$ cat config.mk
export PLATFORM = sky130hd
export DESIGN_NAME = light_link_transceiver
export DESIGN_NICKNAME = d
export VERILOG_FILES = /design/src/rtl/light_link_transceiver_pkg.sv /design/src/rtl/light_rx_sampler.sv /design/src/rtl/light_link_transceiver.sv
export SDC_FILE = /design/constraint.sdc
export NUM_CORES = 1
export LEC_CHECK = 0
export BUFFER_PORTS_ARGS = -buffer_cell sky130_fd_sc_hd__buf_2
export CAP_MARGIN = 20
export CORE_UTILIZATION = 48
export CTS_BUF_LIST = sky130_fd_sc_hd__clkbuf_4 sky130_fd_sc_hd__clkbuf_8
export CTS_CLUSTER_DIAMETER = 80
export DETAILED_ROUTE_END_ITERATION = 10
export PLACE_DENSITY = 0.67
export SLEW_MARGIN = 0
export SYNTH_ARGS = -nofsm -noshare
export SYNTH_HDL_FRONTEND = slang
export SYNTH_HIERARCHICAL = 1
export SYNTH_SLANG_ARGS = --single-unit
$ cat constraint.sdc
create_clock -name clock -period 3.9 [get_ports clock]
set_input_delay 0.78 -clock clock [delete_from_list [all_inputs] [get_ports clock]]
set_output_delay 0.78 -clock clock [all_outputs]
set_load 0.005 [all_outputs]
$ cat src/rtl/light_link_transceiver_pkg.sv
`default_nettype none
// +--------------------------------------------------------------------+
// | light_link_transceiver_pkg                                         |
// | Shared state encodings and status bit positions for the LED link.  |
// | Revision: 1.0                                                      |
// +--------------------------------------------------------------------+
package light_link_transceiver_pkg;

    localparam int c_FRAME_SIZE_DEFAULT = 16;

    localparam int c_STAT_FRAMING = 0;
    localparam int c_STAT_PARITY  = 1;
    localparam int c_STAT_OVERRUN = 2;

    typedef enum logic [2:0] {
        TX_IDLE   = 3'd0,
        TX_START  = 3'd1,
        TX_DATA   = 3'd2,
        TX_PARITY = 3'd3,
        TX_STOP   = 3'd4,
        TX_DONE   = 3'd5
    } tx_state_t;

    typedef enum logic [2:0] {
        RX_IDLE   = 3'd0,
        RX_START  = 3'd1,
        RX_DATA   = 3'd2,
        RX_PARITY = 3'd3,
        RX_STOP   = 3'd4
    } rx_state_t;

endpackage
`default_nettype wire

$ cat src/rtl/light_rx_sampler.sv
`default_nettype none
// +--------------------------------------------------------------------+
// | light_rx_sampler                                                   |
// | Line synchroniser, mid-bit sampling RX FSM and sticky error flags. |
// | Revision: 1.0                                                      |
// +--------------------------------------------------------------------+
module light_rx_sampler
    import light_link_transceiver_pkg::*;
#(
    parameter int FRAME_SIZE   = c_FRAME_SIZE_DEFAULT,
    parameter int CLKS_PER_BIT = 4,
    parameter int PARITY_EN    = 1,
    parameter int PARITY_ODD   = 0,
    parameter int SYNC_STAGES  = 2
) (
    input  logic                  clock,
    input  logic                  reset,
    input  logic                  signal,
    input  logic                  rx_ack,
    output logic [FRAME_SIZE-1:0] data_out,
    output logic                  irq_rx,
    output logic [2:0]            rx_status
);
    localparam int              c_TW     = (CLKS_PER_BIT > 1) ? $clog2(CLKS_PER_BIT) : 1;
    localparam int              c_BW     = $clog2(FRAME_SIZE + 1);
    localparam logic [c_TW-1:0] c_T_LAST = c_TW'(CLKS_PER_BIT - 1);
    localparam logic [c_TW-1:0] c_T_HALF = c_TW'(CLKS_PER_BIT / 2 - 1);
    localparam logic            c_ODD    = (PARITY_ODD != 0);

    logic [SYNC_STAGES-1:0] r_sync;
    rx_state_t              r_state, w_state;
    logic [c_TW-1:0]        r_timer, w_timer;
    logic [c_BW-1:0]        r_bit, w_bit;
    logic [FRAME_SIZE-1:0]  r_word, w_word, r_data, w_data;
    logic                   r_par, w_par, r_par_err, w_par_err;
    logic                   r_armed, w_armed, r_irq, w_irq;
    logic [2:0]             r_status, w_status;
    logic                   w_line, w_stop_seen;

    assign w_line = r_sync[SYNC_STAGES-1];

    always_comb begin
        w_state     = r_state;
        w_timer     = r_timer;
        w_bit       = r_bit;
        w_word      = r_word;
        w_par       = r_par;
        w_par_err   = r_par_err;
        w_armed     = r_armed;
        w_stop_seen = 1'b0;
        case (r_state)
            RX_IDLE: begin
                // A line stuck high after a frame must drop before a new start counts.
                if (!w_line) begin
                    w_armed = 1'b1;
                end else if (r_armed) begin
                    w_state = RX_START;
                    w_timer = '0;
                end
            end
            RX_START: begin
                if (r_timer == c_T_HALF) begin
                    w_timer = '0;
                    if (w_line) begin
                        w_state   = RX_DATA;
                        w_bit     = c_BW'(FRAME_SIZE - 1);
                        w_word    = '0;
                        w_par     = 1'b0;
                        w_par_err = 1'b0;
                    end else begin
                        w_state = RX_IDLE;
                    end
                end else begin
                    w_timer = r_timer + 1'b1;
                end
            end
            RX_DATA: begin
                if (r_timer == c_T_LAST) begin
                    w_timer = '0;
                    w_word  = (r_word << 1) | FRAME_SIZE'(w_line);
                    w_par   = r_par ^ w_line;
                    if (r_bit == '0) begin
                        w_state = (PARITY_EN != 0) ? RX_PARITY : RX_STOP;
                    end else begin
                        w_bit = r_bit - 1'b1;
                    end
                end else begin
                    w_timer = r_timer + 1'b1;
                end
            end
            RX_PARITY: begin
                if (r_timer == c_T_LAST) begin
                    w_timer   = '0;
                    w_par_err = (w_line != (r_par ^ c_ODD));
                    w_state   = RX_STOP;
                end else begin
                    w_timer = r_timer + 1'b1;
                end
            end
            RX_STOP: begin
                if (r_timer == c_T_LAST) begin
                    w_timer     = '0;
                    w_state     = RX_IDLE;
                    w_armed     = 1'b0;
                    w_stop_seen = 1'b1;
                end else begin
                    w_timer = r_timer + 1'b1;
                end
            end
            default: w_state = RX_IDLE;
        endcase
    end

    // An event coinciding with rx_ack survives the clear; it cannot raise overrun.
    always_comb begin
        w_status = rx_ack ? 3'b000 : r_status;
        w_irq    = rx_ack ? 1'b0 : r_irq;
        w_data   = r_data;
        if (w_stop_seen) begin
            if (w_line)    w_status[c_STAT_FRAMING] = 1'b1;
            if (r_par_err) w_status[c_STAT_PARITY]  = 1'b1;
            if (!w_line && !r_par_err) begin
                w_data = r_word;
                w_irq  = 1'b1;
                if (r_irq && !rx_ack) w_status[c_STAT_OVERRUN] = 1'b1;
            end
        end
    end

    always_ff @(posedge clock) begin
        if (reset) begin
            r_sync    <= '0;
            r_state   <= RX_IDLE;
            r_timer   <= '0;
            r_bit     <= '0;
            r_word    <= '0;
            r_par     <= 1'b0;
            r_par_err <= 1'b0;
            r_armed   <= 1'b0;
            r_data    <= '0;
            r_irq     <= 1'b0;
            r_status  <= 3'b000;
        end else begin
            r_sync    <= {r_sync[SYNC_STAGES-2:0], signal};
            r_state   <= w_state;
            r_timer   <= w_timer;
            r_bit     <= w_bit;
            r_word    <= w_word;
            r_par     <= w_par;
            r_par_err <= w_par_err;
            r_armed   <= w_armed;
            r_data    <= w_data;
            r_irq     <= w_irq;
            r_status  <= w_status;
        end
    end

    assign data_out  = r_data;
    assign irq_rx    = r_irq;
    assign rx_status = r_status;

endmodule
`default_nettype wire

$ cat src/rtl/light_link_transceiver.sv
`default_nettype none
// +--------------------------------------------------------------------+
// | light_link_transceiver                                             |
// | Half-duplex LED/photodiode endpoint: framed serial TX plus RX.     |
// | Revision: 1.0                                                      |
// +--------------------------------------------------------------------+
module light_link_transceiver
    import light_link_transceiver_pkg::*;
#(
    parameter int FRAME_SIZE   = c_FRAME_SIZE_DEFAULT,
    parameter int CLKS_PER_BIT = 4,
    parameter int PARITY_EN    = 1,
    parameter int PARITY_ODD   = 0,
    parameter int SYNC_STAGES  = 2
) (
    input  logic                  clock,
    input  logic                  reset,
    input  logic                  tx_enable,
    input  logic [FRAME_SIZE-1:0] data_in,
    output logic                  led,
    output logic                  irq_tx,
    input  logic                  signal,
    input  logic                  rx_ack,
    output logic [FRAME_SIZE-1:0] data_out,
    output logic                  irq_rx,
    output logic [2:0]            rx_status
);
    localparam int              c_TW     = (CLKS_PER_BIT > 1) ? $clog2(CLKS_PER_BIT) : 1;
    localparam int              c_BW     = $clog2(FRAME_SIZE + 1);
    localparam logic [c_TW-1:0] c_T_LAST = c_TW'(CLKS_PER_BIT - 1);
    localparam logic            c_ODD    = (PARITY_ODD != 0);

    tx_state_t             r_state, w_state;
    logic [c_TW-1:0]       r_timer, w_timer;
    logic [c_BW-1:0]       r_bit, w_bit;
    logic [FRAME_SIZE-1:0] r_shift, w_shift;
    logic                  r_parity, w_parity, r_led, w_led, r_irq_tx, w_irq_tx;
    logic                  w_bit_end;

    assign w_bit_end = (r_timer == c_T_LAST);

    always_comb begin
        w_state  = r_state;
        w_timer  = r_timer;
        w_bit    = r_bit;
        w_shift  = r_shift;
        w_parity = r_parity;
        w_led    = r_led;
        w_irq_tx = r_irq_tx;
        if (r_state inside {TX_START, TX_DATA, TX_PARITY, TX_STOP}) begin
            w_timer = w_bit_end ? '0 : r_timer + 1'b1;
        end
        case (r_state)
            TX_IDLE: begin
                if (tx_enable && !r_irq_tx) begin
                    w_state  = TX_START;
                    w_timer  = '0;
                    w_shift  = data_in;
                    w_parity = (^data_in) ^ c_ODD;
                    w_led    = 1'b1;
                end
            end
            TX_START: begin
                if (w_bit_end) begin
                    w_state = TX_DATA;
                    w_bit   = c_BW'(FRAME_SIZE - 1);
                    w_led   = r_shift[FRAME_SIZE-1];
                end
            end
            TX_DATA: begin
                if (w_bit_end) begin
                    if (r_bit == '0) begin
                        w_state = (PARITY_EN != 0) ? TX_PARITY : TX_STOP;
                        w_led   = (PARITY_EN != 0) ? r_parity : 1'b0;
                    end else begin
                        w_bit   = r_bit - 1'b1;
                        w_shift = r_shift << 1;
                        w_led   = w_shift[FRAME_SIZE-1];
                    end
                end
            end
            TX_PARITY: begin
                if (w_bit_end) begin
                    w_state = TX_STOP;
                    w_led   = 1'b0;
                end
            end
            TX_STOP: begin
                if (w_bit_end) begin
                    w_state  = TX_DONE;
                    w_irq_tx = 1'b1;
                end
            end
            TX_DONE: begin
                // Level handshake: the requester must drop tx_enable before the next frame.
                if (!tx_enable) begin
                    w_state  = TX_IDLE;
                    w_irq_tx = 1'b0;
                end
            end
            default: w_state = TX_IDLE;
        endcase
    end

    always_ff @(posedge clock) begin
        if (reset) begin
            r_state  <= TX_IDLE;
            r_timer  <= '0;
            r_bit    <= '0;
            r_shift  <= '0;
            r_parity <= 1'b0;
            r_led    <= 1'b0;
            r_irq_tx <= 1'b0;
        end else begin
            r_state  <= w_state;
            r_timer  <= w_timer;
            r_bit    <= w_bit;
            r_shift  <= w_shift;
            r_parity <= w_parity;
            r_led    <= w_led;
            r_irq_tx <= w_irq_tx;
        end
    end

    assign led    = r_led;
    assign irq_tx = r_irq_tx;

    light_rx_sampler #(
        .FRAME_SIZE   (FRAME_SIZE),
        .CLKS_PER_BIT (CLKS_PER_BIT),
        .PARITY_EN    (PARITY_EN),
        .PARITY_ODD   (PARITY_ODD),
        .SYNC_STAGES  (SYNC_STAGES)
    ) u_rx (
        .clock     (clock),
        .reset     (reset),
        .signal    (signal),
        .rx_ack    (rx_ack),
        .data_out  (data_out),
        .irq_rx    (irq_rx),
        .rx_status (rx_status)
    );

endmodule
`default_nettype wire

==> Yosys cells after proc, flatten, opt, wreduce, memory -nomap -nowiden <==
Cells that the tools add are included.
{ "totals": {"ramBits": 0, "romBits": 0, "input_bits": 21, "register_bits": 80, "latch_bits": 0, "wordCells": 162, "memories": 0} }
{ "classes": {"reduce_logical": 35, "shift": 0, "n_bitwise": 2, "n_mul": 0, "magnitude_cmp": 0, "add_sub_neg": 4, "n_div": 0, "n_eq_ne": 31, "mux": 72} }
{ "ops": {"columns": ["operator", "n"], "rows": [
  ["2-to-1 mux 16 bit", 6],
  ["case mux 16 bit (2 select lines)", 2],
  ["2-to-1 mux 3 bit", 16],
  ["2-to-1 mux 5 bit", 7],
  ["2-to-1 mux 1 bit", 22],
  ["case mux 5 bit (2 select lines)", 2],
  ["2-to-1 mux 2 bit", 9],
  ["!= test 2 x 1 -> 1 bit (second input constant)", 9],
  ["!= test 2 bit (second input constant)", 9],
  ["case mux 3 bit (6 select lines)", 1],
  ["OR 16 x 1 -> 16 bit", 1],
  ["AND reduction 4 bit", 4],
  ["XOR reduction 16 bit", 1],
  ["case mux 3 bit (5 select lines)", 1],
  ["AND reduction 7 bit", 2],
  ["equality test 3 x 2 -> 1 bit (second input constant)", 4],
  ["nonzero test 2 bit", 6],
  ["logical NOT 5 bit", 2],
  ["AND reduction 5 bit", 2],
  ["subtractor 5 x 1 -> 5 bit (second input constant)", 2],
  ["equality test 3 bit (second input constant)", 3],
  ["AND reduction 3 bit", 3],
  ["case mux 1 bit (2 select lines)", 4],
  ["nonzero test 4 bit", 2],
  ["14 further kinds", 24]
]} }

==> Longest topological paths before layout <==
{ "logic_depth": {"depth_word": 5, "ltp_mapped": 8, "mapped_depth_nobuf": 7} }

==> Cells and area by module <==
The synthesis kept the hierarchy.
{ "modules_own_cells": {"columns": ["module", "area_each_um2", "n_inst", "cells_each"], "rows": [
  ["light_rx_sampler", 2117.0, 1, 252],
  ["light_link_transceiver", 1696.6, 1, 184]
]} }

==> Least setup slack after synthesis <==
OpenSTA, ideal clock, no wires.
{ "synth_path": {"path_kind": "input-to-reg", "startpoint": "input tx_enable", "endpoint": "register r_shift[11]", "path_slack_ns": 2.101, "t_arrival_ns": 1.718, "path_stages": 6, "path_cell_list": "inv_1 -> o32a_2 -> nor3_4 -> buf_6 -> nor2_1 -> a211oi_2"} }
{ "synth_between": {"elab_chain_cells": 3} }
{ "synth_rtl": {"columns": ["element", "line_no", "text"], "rows": [
  ["from (decl)", "light_link_transceiver.sv:18", "input logic tx_enable,"],
  ["logical AND 1 bit", "light_link_transceiver.sv:55", "if (tx_enable && !r_irq_tx) begin"],
  ["!= test 2 bit (no source line)", null, null],
  ["AND reduction 4 bit (no source line)", null, null],
  ["to (signal assigned)", "light_link_transceiver.sv:118", "r_shift <= w_shift;"],
  ["to (decl)", "light_link_transceiver.sv:36", "logic [FRAME_SIZE-1:0] r_shift, w_shift;"]
]} }
Every way passes these cells.
A chain may end at the register's enable or synchronous reset.

==> Worst setup path after layout <==
{ "layout_path": {"startpoint": "register u_rx.r_timer[1]", "endpoint": "register u_rx.r_bit[2]"} }
{ "layout_between": {"elab_chain_cells": 3, "elab_cells_between_ends": 5} }
{ "layout_rtl": {"columns": ["element", "line_no", "text"], "rows": [
  ["from (decl)", "light_rx_sampler.sv:32", "logic [c_TW-1:0] r_timer, w_timer;"],
  ["from (signal assigned)", "light_rx_sampler.sv:146", "r_timer <= w_timer;"],
  ["equality test 2 bit or equality test 2 x 1 -> 1 bit (tied branches)", "light_rx_sampler.sv:78, light_rx_sampler.sv:62", null],
  ["!= test 2 x 1 -> 1 bit (no source line)", null, null],
  ["AND reduction 5 bit (no source line) (*)", null, null],
  ["to (signal assigned)", "light_rx_sampler.sv:147", "r_bit <= w_bit;"],
  ["to (decl)", "light_rx_sampler.sv:33", "logic [c_BW-1:0] r_bit, w_bit;"]
]} }
Every way passes the cells marked *; elsewhere a longest branch is shown, timed or not.

==> out/metrics.csv <==
metric,value,unit
status,finished clean,
grt_pass1_vias,2970,
skew,0.00949,ns
drv_cap,0,
io_pins,43,
worst_pin_slew,0.818,ns
fp-row-count,32,
synth_ff_type,dfxtp_1,
antenna_cells,0,
cts_hold_buffers,0,
port_buffers,42,
setup_viol,0,
yosys_warnings,6,
crit_type,flip-flop to flip-flop,
ant_nets,0,
cts_resized,0,
drc,0,
core,7690,µm²
layout_common_cells,"dfxtp_1, nand2_1, a21oi_1, buf_2, nor2_1",
die_x,91.1,µm
ys_async_sr_fraction,0,%
period_share,62.4,%
final_hold_viol_count,0,
cts-root-buf,clkbuf_8,
netlist_instances,436,
r2r_setup_slack,1.47,ns
clk_path_buf_depth,2,
p_total,1.58,mW
grt_util_met1,23.2,%
min_path_type,flip-flop to flip-flop,
p_leak,1.48,nW
syn2layout_area_growth,9.88,%
fill_cells,730,
grt_usage,18.9,%
critical_path.top_delay_family,simple AND/OR/NAND/NOR gates,
worst_ep_arrival_time,2.69,ns
use_met2,33.0,%
drtIter0Drc,123,
firstDrtPassIters,4,
start_util,49.6,%
pwr-share-clk,35.9,%
slowest_stage,nand4bb_1,
final_common_cell,dfxtp_1,
grt_pass1_wl,13000,µm
finalCriticalPeriod,2.43,ns
die-height,91.1,µm
antenna_found_initial,0,
crit_path_start_kind,flip-flop,
post_route_cells_drive_above_1_share,19.7,%
slew_violations,0,
gp_congestion,0.759,
gr-total-overflow,0,
clock_sinks,80,
routed_wl,7500,µm
combPwrFrac,9.7,%
use_met3,3.52,%
crit_chain,ha_1 > nand4bb_1 > nor2_2 > nor3_1 > nor4_2,
cts_htree_levels,3,
syn-cell-area,3810,µm²
clk_latency,0.35,ns
grt_start_max_net_pins,36,
slew_headroom,45.5,%
synth.distinct_cells,61,
fin_hold_ws,0.458,ns
switching_share,27.0,%
vias,3112,
die_area,8310,µm²
ys_ff_latch,80,
worstPathMaxFanout,18,
clk_pin_slew,0.09,ns
synth_edf_count,0,
routedWlPerCell,13.2,µm
required,4.16,ns
dp_hpwl,5070,µm
avgSynthCellArea,8.75,µm²
pwr-share-seq,54.4,%
yosysSeqAreaShare,42.0,%
cts_tree,done,
busiest_layer,met2,
p_int,1.15,mW
syn-num-nets,463,
nets,489,
end_kind,flip-flop,
power_density,377,nW/µm²
worst-path-buf-inv,0,
via_per_inst,5.47,
slowest_delay,0.71,ns
tns,0,ns
postCtsSetupRepairBufs,0,
cts-buffers-inserted,9,
power.switching,427,µW
rsz0062_at_grt,false,
ir_drop,0.206,mV
max_freq,411,MHz
power by group through the flow:
stage,Combinational (mW),Clock [mW],Sequential [mW]
floorplan,0.131,0,0.869
global placement,0.149,0,0.877
detailed placement,0.155,0,0.879
CTS,0.156,0.587,0.859
global route,0.169,0.623,0.864
finish,0.153,0.568,0.859
synthesized netlist by cell type (all sizes together), types with 6 or more instances:
master  instances  area share (%)
inv             9            0.89
clkbuf         12             1.2
o21ai          10             1.3
buf            20             3.6
xnor2          13             3.0
nor2b           7             1.1
nand3          22             3.0
nor3           13             2.0
a211oi         22             6.3
nand2          60             5.9
mux2i          17             4.5
nor2           36             3.7
dfxtp          80              42
ha              6             2.0
a21oi          52             6.8
nand2b          7             1.1
area by class of cell:
| class | count | area [µm²] | area share, % |
|---|---|---|---|
| Clock buffer | 9 | 124 | 2.96 |
| Timing Repair Buffer | 47 | 248 | 5.91 |
| Inverter | 9 | 33.8 | 0.806 |
| Tap cell | 102 | 128 | 3.05 |
| Sequential cell | 80 | 1600 | 38.2 |
| Multi-Input combinational cell | 315 | 1990 | 47.6 |
| Clock inverter | 7 | 61.3 | 1.46 |
per-layer routing:
| layer | routed length [µm] | share of wire, % |
|---|---|---|
| met1 | 3660 | 49 |
| met2 | 3520 | 47 |
| met3 | 235 | 3.1 |
| met4 | 77 | 1.0 |
| met5 | 0 | 0 |
through the flow:
stage | utilization, % | instance area [µm²] | setup WS, ns | std cells
finish | 54.5 | 4190 | 1.47 | 569
global route | 54.5 | 4190 | 1.20 | 569
CTS | 54.5 | 4190 | 1.48 | 569
detailed placement | 52.1 | 4010 | 1.50 | 553
global placement | 52.1 | 4010 | 1.59 | 553
floorplan | - | 3810 | 2.10 | 436
final timing paths:
check	depth (start not counted)	to	startpoint
worst max-delay path	5	u_rx/r_bit[2]$_SDFFE_PP0P_	u_rx/r_timer[1]$_SDFFE_PP0P_
worst min-delay path	1	u_rx/r_sync[1]$_SDFF_PP0_	u_rx/r_sync[0]$_SDFF_PP0_
worst max register to register	5	u_rx/r_bit[2]$_SDFFE_PP0P_	u_rx/r_timer[1]$_SDFFE_PP0P_
worst min register to register	1	u_rx/r_sync[1]$_SDFF_PP0_	u_rx/r_sync[0]$_SDFF_PP0_
cells by family (layout without fill, tap and decap cells):
group	Yosys count	count (layout)	synth area share, %
AOI/OAI and AO/OA	103	103	18.7
xor gates and xnor gates	17	17	3.90
adders and majority gates	6	6	1.97
buffers and inverters	41	72	5.71
DFF	80	80	42.0
muxes	17	17	4.46
and+or+nand+nor	172	172	23.3
sequential cells by signal (all words and copies together) (netlist names), 2 cells and up:
register and flops:
u_rx/r_bit 5, u_rx/r_word 16, u_rx/r_state 3, u_rx/data_out 16
u_rx/r_sync 2, u_rx/r_timer 2, r_timer 2, u_rx/rx_status 3
r_shift 16, r_bit 5, r_state 3
Note: power is estimated with default switching activity, not from simulation.
